File: src/rtl/mem_ctrl_pkg.sv
// Shared widths, size codes and FSM state encoding for the byte-wide RAM controller.
package mem_ctrl_pkg;

   localparam int DATA_WIDTH = 32;

   localparam logic [2:0] SZ_BYTE = 3'd1;
   localparam logic [2:0] SZ_HALF = 3'd2;
   localparam logic [2:0] SZ_WORD = 3'd4;

   typedef enum logic [1:0] {
      ST_IDLE     = 2'd0,
      ST_LS_READ  = 2'd1,
      ST_LS_WRITE = 2'd2,
      ST_IF_READ  = 2'd3
   } state_t;

   // Any size code other than byte or halfword moves a full word.
   function automatic logic [2:0] size_bytes(input logic [2:0] size);
      case (size)
         SZ_BYTE: return SZ_BYTE;
         SZ_HALF: return SZ_HALF;
         default: return SZ_WORD;
      endcase
   endfunction

endpackage

File: src/rtl/mem_ctrl.sv
// Arbitrates LS (priority) and IF requests onto a byte-wide sync RAM, one byte per cycle.
// Ready pulses n+1 edges after start for reads, n for writes; request pulses are latched while busy.
module mem_ctrl
   import mem_ctrl_pkg::*;
(
   input  logic                  clk,
   input  logic                  rst,
   input  logic                  ena,
   input  logic                  in_rollback,
   input  logic                  in_ls_ena,
   input  logic                  in_ls_iswrite,
   input  logic [DATA_WIDTH-1:0] in_ls_addr,
   input  logic [DATA_WIDTH-1:0] in_ls_data,
   input  logic [2:0]            in_ls_size,
   output logic                  out_ls_ready,
   output logic [DATA_WIDTH-1:0] out_ls_data,
   input  logic                  in_if_ena,
   input  logic [DATA_WIDTH-1:0] in_if_addr,
   output logic                  out_if_ready,
   output logic [DATA_WIDTH-1:0] out_if_inst,
   input  logic [7:0]            in_ram_data,
   output logic [DATA_WIDTH-1:0] out_ram_addr,
   output logic [7:0]            out_ram_data,
   output logic                  out_ram_wr
);

   state_t                r_state, w_state;
   logic                  r_ls_pend, w_ls_pend;
   logic                  r_ls_wr, w_ls_wr;
   logic [DATA_WIDTH-1:0] r_ls_addr, w_ls_addr;
   logic [DATA_WIDTH-1:0] r_ls_wdat, w_ls_wdat;
   logic [2:0]            r_ls_size, w_ls_size;
   logic                  r_if_pend, w_if_pend;
   logic [DATA_WIDTH-1:0] r_if_addr, w_if_addr;

   logic [DATA_WIDTH-1:0] r_base, w_base;
   logic [DATA_WIDTH-1:0] r_wdat, w_wdat;
   logic [2:0]            r_n, w_n;
   logic [2:0]            r_cnt, w_cnt;
   logic                  r_skip, w_skip;
   logic                  r_stall;
   logic [DATA_WIDTH-1:0] r_lanes, w_lanes;

   logic [DATA_WIDTH-1:0] r_ram_addr, w_ram_addr;
   logic [7:0]            r_ram_dat, w_ram_dat;
   logic                  r_ram_wr, w_ram_wr;
   logic                  r_ls_ready, w_ls_ready;
   logic [DATA_WIDTH-1:0] r_ls_rdat, w_ls_rdat;
   logic                  r_if_ready, w_if_ready;
   logic [DATA_WIDTH-1:0] r_if_inst, w_if_inst;

   logic                  w_ls_take, w_ls_any, w_ls_wr_s, w_if_any;
   logic [DATA_WIDTH-1:0] w_ls_addr_s, w_ls_dat_s, w_if_addr_s;
   logic [2:0]            w_ls_size_s, w_cnt_inc, w_cnt_dec;

   always_comb begin
      // A rollback drops everything except a store, which is already committed.
      w_ls_take   = in_ls_ena && (!in_rollback || in_ls_iswrite);
      w_ls_any    = w_ls_take || (r_ls_pend && (!in_rollback || r_ls_wr));
      w_ls_wr_s   = w_ls_take ? in_ls_iswrite : r_ls_wr;
      w_ls_addr_s = w_ls_take ? in_ls_addr    : r_ls_addr;
      w_ls_dat_s  = w_ls_take ? in_ls_data    : r_ls_wdat;
      w_ls_size_s = w_ls_take ? in_ls_size    : r_ls_size;
      w_if_any    = (in_if_ena || r_if_pend) && !in_rollback;
      w_if_addr_s = in_if_ena ? in_if_addr : r_if_addr;
      w_cnt_inc   = r_cnt + 3'd1;
      w_cnt_dec   = r_cnt - 3'd1;

      w_state    = r_state;
      w_ls_pend  = w_ls_any;
      w_ls_wr    = w_ls_wr_s;
      w_ls_addr  = w_ls_addr_s;
      w_ls_wdat  = w_ls_dat_s;
      w_ls_size  = w_ls_size_s;
      w_if_pend  = w_if_any;
      w_if_addr  = w_if_addr_s;
      w_base     = r_base;
      w_wdat     = r_wdat;
      w_n        = r_n;
      w_cnt      = r_cnt;
      w_skip     = r_skip;
      w_lanes    = r_lanes;
      w_ram_addr = r_ram_addr;
      w_ram_dat  = r_ram_dat;
      w_ram_wr   = r_ram_wr;
      w_ls_ready = 1'b0;
      w_ls_rdat  = r_ls_rdat;
      w_if_ready = 1'b0;
      w_if_inst  = r_if_inst;

      case (r_state)
         ST_IDLE: begin
            w_ram_addr = '0;
            w_ram_wr   = 1'b0;
            w_cnt      = 3'd0;
            w_skip     = 1'b0;
            if (w_ls_any) begin
               w_ls_pend  = 1'b0;
               w_base     = w_ls_addr_s;
               w_wdat     = w_ls_dat_s;
               w_n        = size_bytes(w_ls_size_s);
               w_lanes    = '0;
               w_ram_addr = w_ls_addr_s;
               if (w_ls_wr_s) begin
                  w_state   = ST_LS_WRITE;
                  w_ram_wr  = 1'b1;
                  w_ram_dat = w_ls_dat_s[7:0];
               end else begin
                  w_state   = ST_LS_READ;
               end
            end else if (w_if_any) begin
               w_if_pend  = 1'b0;
               w_base     = w_if_addr_s;
               w_n        = SZ_WORD;
               w_lanes    = '0;
               w_ram_addr = w_if_addr_s;
               w_state    = ST_IF_READ;
            end
         end

         ST_LS_WRITE: begin
            if (w_cnt_inc < r_n) begin
               w_cnt      = w_cnt_inc;
               w_ram_addr = r_base + {29'd0, w_cnt_inc};
               w_ram_dat  = r_wdat[{w_cnt_inc[1:0], 3'b000} +: 8];
            end else begin
               w_state    = ST_IDLE;
               w_ram_wr   = 1'b0;
               w_ram_addr = '0;
               w_ram_dat  = '0;
               w_ls_ready = 1'b1;
            end
         end

         ST_LS_READ, ST_IF_READ: begin
            if (in_rollback) begin
               w_state    = ST_IDLE;
               w_ram_addr = '0;
               w_skip     = 1'b0;
            end else if (r_stall) begin
               // RAM kept sampling the newest address while frozen; re-issue the one still owed.
               w_cnt      = w_cnt_dec;
               w_skip     = 1'b1;
               w_ram_addr = r_base + {29'd0, w_cnt_dec};
            end else begin
               if (!r_skip && (r_cnt != 3'd0))
                  w_lanes[{w_cnt_dec[1:0], 3'b000} +: 8] = in_ram_data;
               if (r_cnt == r_n) begin
                  w_state    = ST_IDLE;
                  w_ram_addr = '0;
                  if (r_state == ST_LS_READ) begin
                     w_ls_ready = 1'b1;
                     w_ls_rdat  = w_lanes;
                  end else begin
                     w_if_ready = 1'b1;
                     w_if_inst  = w_lanes;
                  end
               end else begin
                  w_cnt  = w_cnt_inc;
                  w_skip = 1'b0;
                  if (w_cnt_inc < r_n)
                     w_ram_addr = r_base + {29'd0, w_cnt_inc};
               end
            end
         end

         default: w_state = ST_IDLE;
      endcase
   end

   always_ff @(posedge clk) begin
      if (rst) begin
         r_state    <= ST_IDLE;
         r_ls_pend  <= 1'b0;
         r_ls_wr    <= 1'b0;
         r_ls_addr  <= '0;
         r_ls_wdat  <= '0;
         r_ls_size  <= '0;
         r_if_pend  <= 1'b0;
         r_if_addr  <= '0;
         r_base     <= '0;
         r_wdat     <= '0;
         r_n        <= '0;
         r_cnt      <= '0;
         r_skip     <= 1'b0;
         r_stall    <= 1'b0;
         r_lanes    <= '0;
         r_ram_addr <= '0;
         r_ram_dat  <= '0;
         r_ram_wr   <= 1'b0;
         r_ls_ready <= 1'b0;
         r_ls_rdat  <= '0;
         r_if_ready <= 1'b0;
         r_if_inst  <= '0;
      end else if (!ena) begin
         if ((r_state == ST_LS_READ || r_state == ST_IF_READ) && !r_skip && (r_cnt != 3'd0))
            r_stall <= 1'b1;
      end else begin
         r_state    <= w_state;
         r_ls_pend  <= w_ls_pend;
         r_ls_wr    <= w_ls_wr;
         r_ls_addr  <= w_ls_addr;
         r_ls_wdat  <= w_ls_wdat;
         r_ls_size  <= w_ls_size;
         r_if_pend  <= w_if_pend;
         r_if_addr  <= w_if_addr;
         r_base     <= w_base;
         r_wdat     <= w_wdat;
         r_n        <= w_n;
         r_cnt      <= w_cnt;
         r_skip     <= w_skip;
         r_stall    <= 1'b0;
         r_lanes    <= w_lanes;
         r_ram_addr <= w_ram_addr;
         r_ram_dat  <= w_ram_dat;
         r_ram_wr   <= w_ram_wr;
         r_ls_ready <= w_ls_ready;
         r_ls_rdat  <= w_ls_rdat;
         r_if_ready <= w_if_ready;
         r_if_inst  <= w_if_inst;
      end
   end

   assign out_ls_ready = r_ls_ready;
   assign out_ls_data  = r_ls_rdat;
   assign out_if_ready = r_if_ready;
   assign out_if_inst  = r_if_inst;
   assign out_ram_addr = r_ram_addr;
   assign out_ram_data = r_ram_dat;
   assign out_ram_wr   = r_ram_wr & ena;

endmodule

File: config.mk
export PLATFORM = sky130hd
export DESIGN_NAME = mem_ctrl
export DESIGN_NICKNAME = d
export VERILOG_FILES = /design/src/rtl/mem_ctrl_pkg.sv /design/src/rtl/mem_ctrl.sv
export SDC_FILE = /design/constraint.sdc
export NUM_CORES = 1
export LEC_CHECK = 0
export CAP_MARGIN = 20
export CORE_ASPECT_RATIO = 2
export CORE_UTILIZATION = 30
export DETAILED_ROUTE_END_ITERATION = 10
export DONT_BUFFER_PORTS = 1
export PLACE_DENSITY = 0.45
export SLEW_MARGIN = 20
export SYNTH_ARGS = -nofsm -noshare
export SYNTH_HDL_FRONTEND = slang
export SYNTH_SLANG_ARGS = --single-unit
File: constraint.sdc
create_clock -name clk -period 6.1 [get_ports clk]
set_clock_uncertainty 0.2 [all_clocks]
set_input_delay 1.22 -clock clk [delete_from_list [all_inputs] [get_ports clk]]
set_output_delay 1.22 -clock clk [all_outputs]
set_load 0.02 [all_outputs]
==> results.tsv <==
metric	value	unit
setup_tns	0	ps
drc	0	
io_buffers	0	
cp_max_fo	19	
drt_wl_total	56200	microns
pwr-share-seq	46.3	%
yosysUniqueCellTypes	73	
clockBufferDepth	3	
cp_cell_sequence	inv_1 -> ha_1 -> ha_1 -> a21o_1 -> a21oi_1 -> buf_4 -> nor4b_1 -> xor2_1 -> nand2_1 -> a311oi_1	
seq_area_frac_synth	41.7	%
hold_viol_final	0	
io_pins	221	
power.internal	3.51	mW
critical_path_class	register to register	
wire_per_inst	22.3	microns
p_comb_share	13.3	%
powerDensity	302	mW/mm^2
setup_ws	1510	ps
start_util	30.3	%
grtUsageTotal	21.5	%
clock_latency	600	ps
synth_edf_count	0	
holdBufCountCts	0	
cts_setup_buffers	0	
ys.flop_type	dfxtp_1	
root_buffer	clkbuf_16	
fillers	5386	
synthesis.area	0.0151	sq mm
syn_inst	1950	
cts.sinks	315	
nNetsFinal	1972	
tightest_slew	1030	ps
final.period_utilization	75.2	%
cp-end-kind	register	
startpoint	r_cnt[0]	
grt_start_max_net_pins	273	
rsz0062_at_grt	false	
slew_viol_final	0	
layout-drive-gt1-share	6.11	%
slowest_stage	ha_1	
dp_hpwl	40100	microns
p_clk_share	40.4	%
first_pass_iters	5	
cts_resized	0	
postSynth.asyncResetShare	0	%
path_common_cell	ha_1	
antenna_left	0	
syn_to_final_growth	9.60	%
clk_pin_slew	70	ps
max-cap-violations	0	
required	6410	ps
startpoint_type	register	
cp.arrival	4900	ps
leakagePower	5.58	nW
numCtsBuffers	31	
placement_rows	116	
cts_tree	yes	
grt_pass1_vias	12900	
final_cell_mix	nand2_1, dfxtp_1, a21oi_1	
cts.htree.levels	1	
grt_overflow	0	
synth-warning-count	0	
holdCritStartpoint	r_lanes[13]	
drt_iter0_markers	1010	
relSlewSlack	30.3	%
dpl_worst_slack	1540	ps
finalSetupViolCount	0	
worst-path-buf-inv	2	
hold_path_class	register to register	
slowest_delay	970	ps
syn_nets	2081	
status	completed	
fin_crit	4590	ps
ys_ff_latch	315	
place_congestion	0.905	
via_count	13600	
avgSynthCellArea	7.76	sq um
vias_per_cell	5.39	
dieWidth	161	microns
fp.dieH	320	microns
r2r_start	r_cnt[0]	
switching_power	1.50	mW
grt_pass1_wl	84600	microns
final_common_cell	nand2_1	
crit_family	adder cells	
core	0.0499	sq mm
die_area	0.0514	sq mm
ir_worst_vdd	0.186	mV
fmax	218	MHz
sw_frac_of_total	29.9	%
antenna_found_initial	2	
total_power	5.01	mW
## flip-flops by register name, summed over array words and instances (netlist names), 2 cells and up
signal        flops
out_ls_data      32
r_base           32
out_if_inst      32
r_n               3
r_lanes          32
r_ls_addr        32
r_if_addr        32
r_ls_wdat        32
r_ls_size         3
r_wdat           32
r_cnt             3
out_ram_addr     32
r_state           2
out_ram_data      8
## worst paths after layout
path	slack, ps	end	cells after the start
max	1510	out_ram_addr[31]	10
min	240	r_lanes[13]	2
max reg2reg	1510	out_ram_addr[31]	10
min reg2reg	240	r_lanes[13]	2
## power by group through the flow
stage               Clock (mW)  Sequential (mW)  Combinational [mW]
CTS                       2.08             2.32               0.671
floorplan                    0             2.29               0.533
global route              2.17             2.34               0.740
detailed placement           0             2.37               0.668
global placement             0             2.37               0.661
finish                    2.03             2.32               0.668
## final cells by class
cell class	count	area (sq um)	area share (%)
inverters	16	60.1	0.362
flip-flops and latches	315	6310	38.0
well taps	649	812	4.90
multi-input cells	1454	8180	49.3
clock inverters	11	119	0.717
repair buffers	23	173	1.04
clock buffers	46	922	5.56
diodes	2	5.00	0.0302
## cells by family (layout without fill, tap and decap cells)
| logic type | count (synthesis) | in the layout | synth area share, % |
|---|---|---|---|
| compound gates | 519 | 519 | 21.4 |
| flops | 315 | 315 | 41.7 |
| mux | 56 | 56 | 4.38 |
| fa+ha+maj | 17 | 17 | 1.51 |
| other cells | 0 | 2 | 0 |
| xor+xnor | 41 | 41 | 2.37 |
| simple gates | 821 | 821 | 23.7 |
| buf+inv | 181 | 96 | 4.94 |
## cell usage after synthesis, types with 37 or more instances
master | count | area [sq um]
o21ai_0 | 88 | 440
nor2b_1 | 37 | 231
buf_2 | 41 | 205
a31oi_1 | 45 | 282
a211oi_1 | 78 | 586
nand2_1 | 419 | 1570
a21oi_1 | 197 | 986
nor3_1 | 45 | 225
clkbuf_1 | 108 | 405
nor2_1 | 185 | 694
dfxtp_1 | 315 | 6310
mux2i_1 | 47 | 470
## tightest hold or removal path, cell delays in order (launching register included)
cell,delay [ps]
dfxtp_1,310
nand2_1,50
a21oi_1,50
## stage by stage
step,cells,hold WS [ps],area (sq um),utilization [%]
2_1_floorplan,1950,227,15100,-
3_3_place_gp,2456,229,15500,31.0
3_5_place_dp,2457,234,15500,31.1
4_1_cts,2514,244,16600,33.2
5_1_grt,2516,255,16600,33.2
6_report,2516,242,16600,33.2
## routing by layer
metal	up-vias	global-route usage, %	routed length, microns
li1	6614	-	-
met1	6471	23.3	21200
met2	380	39.2	29000
met3	93	4.56	3500
met4	0	10.1	2550
met5	-	0	0
Power figures use the tool's default switching activity.
